<file path="config.mk">
export PLATFORM = sky130hd
export DESIGN_NAME = bsg_manycore_link_credit_adapter
export DESIGN_NICKNAME = d
export VERILOG_FILES = /design/src/rtl/bsg_manycore_link_credit_adapter.sv
export SDC_FILE = /design/constraint.sdc
export NUM_CORES = 1
export LEC_CHECK = 0
export CAP_MARGIN = 0
export CORE_MARGIN = 4
export CORE_UTILIZATION = 47
export DETAILED_ROUTE_END_ITERATION = 12
export GPL_TIMING_DRIVEN = 0
export PLACE_DENSITY_LB_ADDON = 0.3
export SKIP_CTS_REPAIR_TIMING = 1
export SYNTH_ARGS = -nofsm -noshare
export SYNTH_HDL_FRONTEND = slang
export SYNTH_SLANG_ARGS = --single-unit
export TNS_END_PERCENT = 1
</file>
<file path="constraint.sdc">
create_clock -name clk_i -period 3.1 [get_ports clk_i]
set_input_delay 0.31 -clock clk_i [delete_from_list [all_inputs] [get_ports clk_i]]
set_output_delay 0.31 -clock clk_i [all_outputs]
set_load 0.02 [all_outputs]
</file>
<file path="src/rtl/bsg_manycore_link_credit_adapter.sv">
// ----------------------------------------------------------------------------
// bsg_manycore_link_credit_adapter
//
// Purpose:
//   Converts credit-based, valid-only manycore return-path links into
//   ready/valid streams. Each channel owns a packet FIFO of els_p entries
//   (equal to the credits granted to the sender). Every dequeued packet
//   returns exactly one credit pulse credit_delay_p cycles later.
//   Channels are fully independent.
//
// Optional feature macro:
//   BSG_MANYCORE_CREDIT_ADAPTER_BYPASS_EN
//     defined   : an empty FIFO forwards v_i/data_i combinationally to
//                 v_o/data_o, and a packet taken in that same cycle is never
//                 written into the FIFO (it still returns a credit).
//     undefined : outputs depend only on registered state (1-cycle latency).
//
// Ports:
//   clk_i        in   clock
//   reset_n_i    in   asynchronous active-low reset
//   v_i          in   [num_links_p]          credit-side packet valid
//   data_i       in   [num_links_p*width_p]  credit-side packet data
//   credit_o     out  [num_links_p]          one-cycle credit pulse per dequeue
//   v_o          out  [num_links_p]          ready/valid side: packet available
//   data_o       out  [num_links_p*width_p]  ready/valid side: head packet
//   ready_and_i  in   [num_links_p]          consumer ready
//   count_o      out  [num_links_p*count_w]  FIFO occupancy per channel
//   overflow_o   out  [num_links_p]          sticky: packet arrived with no space
// ----------------------------------------------------------------------------
module bsg_manycore_link_credit_adapter #(
    parameter int width_p        = 32,
    parameter int num_links_p    = 1,
    parameter int els_p          = 3,
    parameter int credit_delay_p = 1,
    localparam int count_w_lp    = $clog2(els_p + 1)
) (
    input  logic                              clk_i,
    input  logic                              reset_n_i,
    input  logic [num_links_p-1:0]            v_i,
    input  logic [num_links_p*width_p-1:0]    data_i,
    output logic [num_links_p-1:0]            credit_o,
    output logic [num_links_p-1:0]            v_o,
    output logic [num_links_p*width_p-1:0]    data_o,
    input  logic [num_links_p-1:0]            ready_and_i,
    output logic [num_links_p*count_w_lp-1:0] count_o,
    output logic [num_links_p-1:0]            overflow_o
);

    localparam int ptr_w_lp = (els_p > 1) ? $clog2(els_p) : 1;
    localparam logic [ptr_w_lp-1:0]   LAST_PTR = ptr_w_lp'(els_p - 1);
    localparam logic [count_w_lp-1:0] FULL_CNT = count_w_lp'(els_p);

    // Pointers wrap at els_p explicitly so non-power-of-2 depths work.
    function automatic logic [ptr_w_lp-1:0] f_ptr_inc(input logic [ptr_w_lp-1:0] p);
        return (p == LAST_PTR) ? '0 : p + 1'b1;
    endfunction

    for (genvar c = 0; c < num_links_p; c++) begin : g_ch
        logic [width_p-1:0]        r_mem [els_p];
        logic [ptr_w_lp-1:0]       r_wr_ptr;
        logic [ptr_w_lp-1:0]       r_rd_ptr;
        logic [count_w_lp-1:0]     r_count;
        logic                      r_overflow;
        logic [credit_delay_p-1:0] r_credit_sr;

        logic               w_v_in;
        logic               w_ready;
        logic [width_p-1:0] w_data_in;
        logic [width_p-1:0] w_head;
        logic               w_empty;
        logic               w_full;
        logic               w_pop;
        logic               w_bypass;
        logic               w_deq;
        logic               w_enq;
        logic               w_drop;

        assign w_v_in    = v_i[c];
        assign w_ready   = ready_and_i[c];
        assign w_data_in = data_i[c*width_p +: width_p];
        assign w_head    = r_mem[r_rd_ptr];

        // Full/empty come from the occupancy counter, never from pointers.
        assign w_empty = (r_count == '0);
        assign w_full  = (r_count == FULL_CNT);
        assign w_pop   = ~w_empty & w_ready;

`ifdef BSG_MANYCORE_CREDIT_ADAPTER_BYPASS_EN
        // Forwarding is gated by reset so outputs still clear at once.
        assign w_bypass = w_empty & w_v_in & w_ready & reset_n_i;
        assign v_o[c]   = ~w_empty | (w_v_in & reset_n_i);
        assign data_o[c*width_p +: width_p] = w_empty ? w_data_in : w_head;
`else
        assign w_bypass = 1'b0;
        assign v_o[c]   = ~w_empty;
        assign data_o[c*width_p +: width_p] = w_head;
`endif

        // A bypassed packet counts as a dequeue for credit purposes.
        assign w_deq  = w_pop | w_bypass;
        // Full is still acceptable when the head leaves in the same cycle.
        assign w_enq  = w_v_in & ~w_bypass & (~w_full | w_pop);
        assign w_drop = w_v_in & ~w_bypass & ~w_enq;

        always_ff @(posedge clk_i or negedge reset_n_i) begin
            if (!reset_n_i) begin
                r_wr_ptr    <= '0;
                r_rd_ptr    <= '0;
                r_count     <= '0;
                r_overflow  <= 1'b0;
                r_credit_sr <= '0;
            end else begin
                if (w_enq) r_wr_ptr <= f_ptr_inc(r_wr_ptr);
                if (w_pop) r_rd_ptr <= f_ptr_inc(r_rd_ptr);
                r_count     <= r_count + count_w_lp'(w_enq) - count_w_lp'(w_pop);
                if (w_drop) r_overflow <= 1'b1;
                // Bit k holds a dequeue from k+1 cycles ago.
                r_credit_sr <= (r_credit_sr << 1) | credit_delay_p'(w_deq);
            end
        end

        // Packet storage carries no reset; validity is tracked by r_count.
        always_ff @(posedge clk_i) begin
            if (w_enq) r_mem[r_wr_ptr] <= w_data_in;
        end

        assign credit_o[c]                          = r_credit_sr[credit_delay_p-1];
        assign count_o[c*count_w_lp +: count_w_lp] = r_count;
        assign overflow_o[c]                        = r_overflow;
    end

endmodule
</file>
==> flow_summary.rst <==
.. list-table::
   :header-rows: 1

   * - Metric
     - Value
   * - Synth area leaders
     - edfxtp_1 (73%), mux2i_1 (8.1%), dfrtp_1 (5.1%)
   * - Effective utilization at floorplan
     - 48.3%
   * - Min cycle time layout
     - 2.41 ns
   * - Total wire length after detailed routing
     - 6840 µm
   * - Clock-pin slew on the worst setup and hold paths
     - 0.10 ns
   * - Total overflow reported by the global router
     - 0
   * - Yosys warning count
     - 0
   * - Type of the worst min-delay path
     - input port to asynchronous set/reset pin
   * - Fraction of met1 tracks used by global routing
     - 16.4%
   * - Area growth, synth to finish
     - 30.0%
   * - Cell with the most instances after synthesis
     - edfxtp_1
   * - Cell chain of the critical path
     - buf_2 -> buf_2 -> nand2_1 -> o21ai_1 -> clkdlybuf4s50_1
   * - Clock Root Buffer
     - clkbuf_8
   * - Sequential share of the synthesized area
     - 78.1%
   * - Post-Synth XOR/XNOR Area
     - 0.444%
   * - Status
     - finished, final reports clean
   * - Post-synthesis register bit count
     - 104
   * - Vias in the first global route
     - 2209
   * - CTS tree
     - done
   * - Nets
     - 360
   * - Count of maximum capacitance violations
     - 0
   * - Antenna diode count
     - 0
   * - Multiplexer share of the synthesized area
     - 8.12%
   * - DP Area
     - 4920 µm²
   * - Post-Syn Area
     - 3950 µm²
   * - Count of final max-slew check failures
     - 0
   * - CTS max path bufs
     - 2
   * - Largest stage delay on the critical path
     - 0.64 ns
   * - Count of unique library cells instantiated by Yosys
     - 21
   * - Slew margin rel.
     - 46.5%
   * - Worst-case vdd ir drop
     - 0.506 mV
   * - Tightest Pin Transition
     - 0.799 ns
   * - Total negative setup slack
     - 0 ns
   * - Wire length of the first global-routing pass
     - 10600 µm
   * - CTS buffer count
     - 9
   * - Period utilization
     - 77.8%
   * - Proportion of register bits with asynchronous set or reset after synthesis
     - 7.69%
   * - Pwr Density
     - 970 nW/µm²
   * - # rows
     - 33
   * - Met2 routing resource usage after global routing
     - 26.1%
   * - Initial detailed-routing violation count
     - 64
   * - Crit-path leading delay family
     - buffers and inverters
   * - Average via count per standard cell
     - 5.03
   * - Slowest stage cell, crit path
     - clkdlybuf4s50_1
   * - Placeable core region
     - 8180 µm²
   * - Static leakage
     - 1.80 nW
   * - Gpl congestion
     - 0.700
   * - Critical Path AT
     - 2.10 ns
   * - Hold violation count in the final report
     - 0
   * - Most utilized layer in the global route result
     - met2
   * - Tightest hold margin
     - 0.230 ns
   * - Layout fillers
     - 607
   * - Worst clock skew
     - 0.0130 ns
   * - Setup repair after global routing missed its margin
     - false
   * - Post-route cell area
     - 5130 µm²
   * - Share of layout cells above drive strength 1
     - 11.0%
   * - Post-synthesis area per instance
     - 17.0 µm²
   * - Number of endpoints failing setup at the final stage
     - 0
   * - Number of nets with antenna violations after routing
     - 0
   * - Synthesized Nets
     - 270
   * - Share of synthesized cell area in and, or, nand and nor gates
     - 5.58%
   * - DRC violations left
     - 0
   * - Nature of the critical path endpoint
     - primary output
   * - Buf+Inv Stages, Crit Path
     - 3
   * - I/O Buffers
     - 72
   * - Kind of start point of the critical path
     - flop
   * - Library cell appearing most often on the critical path
     - buf_2
   * - Horizontal extent of the die
     - 99.6 µm
   * - HPWL after detailed placement
     - 4670 µm
   * - Detail-routed net length per standard cell
     - 15.8 µm
   * - Type of the worst setup path
     - flop to primary output
   * - Req. time, crit path
     - 2.79 ns
   * - Maximum fanout count along the critical path
     - 10
   * - Sink count of the clock tree
     - 104
   * - Arithmetic-cell share of the synthesized area counting full adders, half adders and majority gates
     - 0.634%
   * - Maximum number of pins on one net before global-route repair
     - 20
   * - Worst-Skew Late Latency
     - 0.35 ns
   * - Prevailing post-synth register cell
     - edfxtp_1
   * - Deepest level of the CTS H-tree
     - 3
   * - Top cell type's share of synthesized area
     - 73.1%
   * - Count of mapped cells out of synthesis
     - 232
   * - Most instantiated cells after synthesis
     - edfxtp_1 (96), o21ai_1 (34), nand2_1 (33)
   * - Number of flops mapped to enable cells by yosys
     - 96
   * - Via count of the routed design
     - 2171
   * - DIE AREA
     - 9930 µm²
   * - Drt pass-1 iters
     - 4
   * - Die boundary height
     - 99.6 µm
   * - Highest achievable clock rate
     - 0.415 GHz
   * - Compound-Gate Fraction of Synth Area
     - 5.07%
   * - Total I/O pin count
     - 73
   * - Most area-hungry cell type in the Yosys netlist
     - edfxtp_1
   * - Met3 Use GR
     - 3.37%
   * - Dominant combinational cell family by area after synthesis
     - multiplexers
   * - Number of antenna violations at the first check in global routing
     - 0
   * - Global routing usage summed across all routing layers
     - 14.5%
## registers in the layout, indices dropped and copies added (netlist names)
register,cells
credit_o,1
overflow_o,1
count_o,2
g_ch.r_rd_ptr,2
g_ch.r_wr_ptr,2
g_ch.r_mem,96
## kinds of logic after synthesis
group / Yosys count
DFF: 104
and+or+nand+nor: 41
AOI/OAI and AO/OA: 38
muxes: 32
buffers and inverters: 13
xor gates and xnor gates: 2
adders and majority gates: 2
## where the power goes
group          internal, mW  switching (mW)  leakage, nW
combinational         0.998            1.18        0.719
clock                 0.389           0.454        0.107
sequential             1.85           0.100        0.978
## worst paths after layout
kind	slack [ns]	depth (start not counted)	start	end
min in group clk_i	0.49	1	overflow_o$_DFFE_PN0P_	overflow_o$_DFFE_PN0P_
max	0.69	5	g_ch[0].r_rd_ptr[1]$_DFFE_PN0N_	data_o[27]
max reg2reg	1.00	5	count_o[1]$_DFF_PN0_	g_ch[0].r_mem[1][22]$_DFFE_PP_
min reg2reg	0.49	1	overflow_o$_DFFE_PN0P_	overflow_o$_DFFE_PN0P_
max in group asynchronous	2.60	1	reset_n_i	g_ch[0].r_rd_ptr[1]$_DFFE_PN0N_
min	0.23	1	reset_n_i	overflow_o$_DFFE_PN0P_
## routing by layer
metal	part of all wire [%]	wire (µm)	vias up
li1	-	-	1050
met4	1.7	119	0
met1	40	2760	1057
met2	53	3620	55
met3	5.1	349	9
met5	0	0	-
## final cells by class
class | count | area (µm²) | share of cell area [%]
inverters | 2 | 7.51 | 0.146
clock inverters | 7 | 81.3 | 1.59
well taps | 105 | 131 | 2.56
plain buffers | 11 | 72.6 | 1.41
multi-input cells | 115 | 798 | 15.6
flip-flops and latches | 104 | 3080 | 60.1
repair buffers | 79 | 831 | 16.2
clock buffers | 9 | 124 | 2.42
## through the flow
stage	total power [mW]	setup WS [ns]	cells	utilization, %
2_1_floorplan	3.17	0.0535	232	-
3_5_place_dp	4.20	0.650	416	60.2
5_1_grt	5.26	0.493	432	62.7
4_1_cts	5.05	0.632	432	62.7
3_3_place_gp	4.09	-1.45	409	58.7
6_report	4.97	0.688	432	62.7
## cell usage in the layout, fill, tap and decap left out, drive strengths merged, types with 4 or more instances in the layout
master,n
clkbuf,12
nand2,33
a21o,4
inv,7
o21ai,34
dfrtp,8
buf,15
edfxtp,96
clkdlybuf4s50,72
mux2i,32
(Power assumes the default switching activity.)
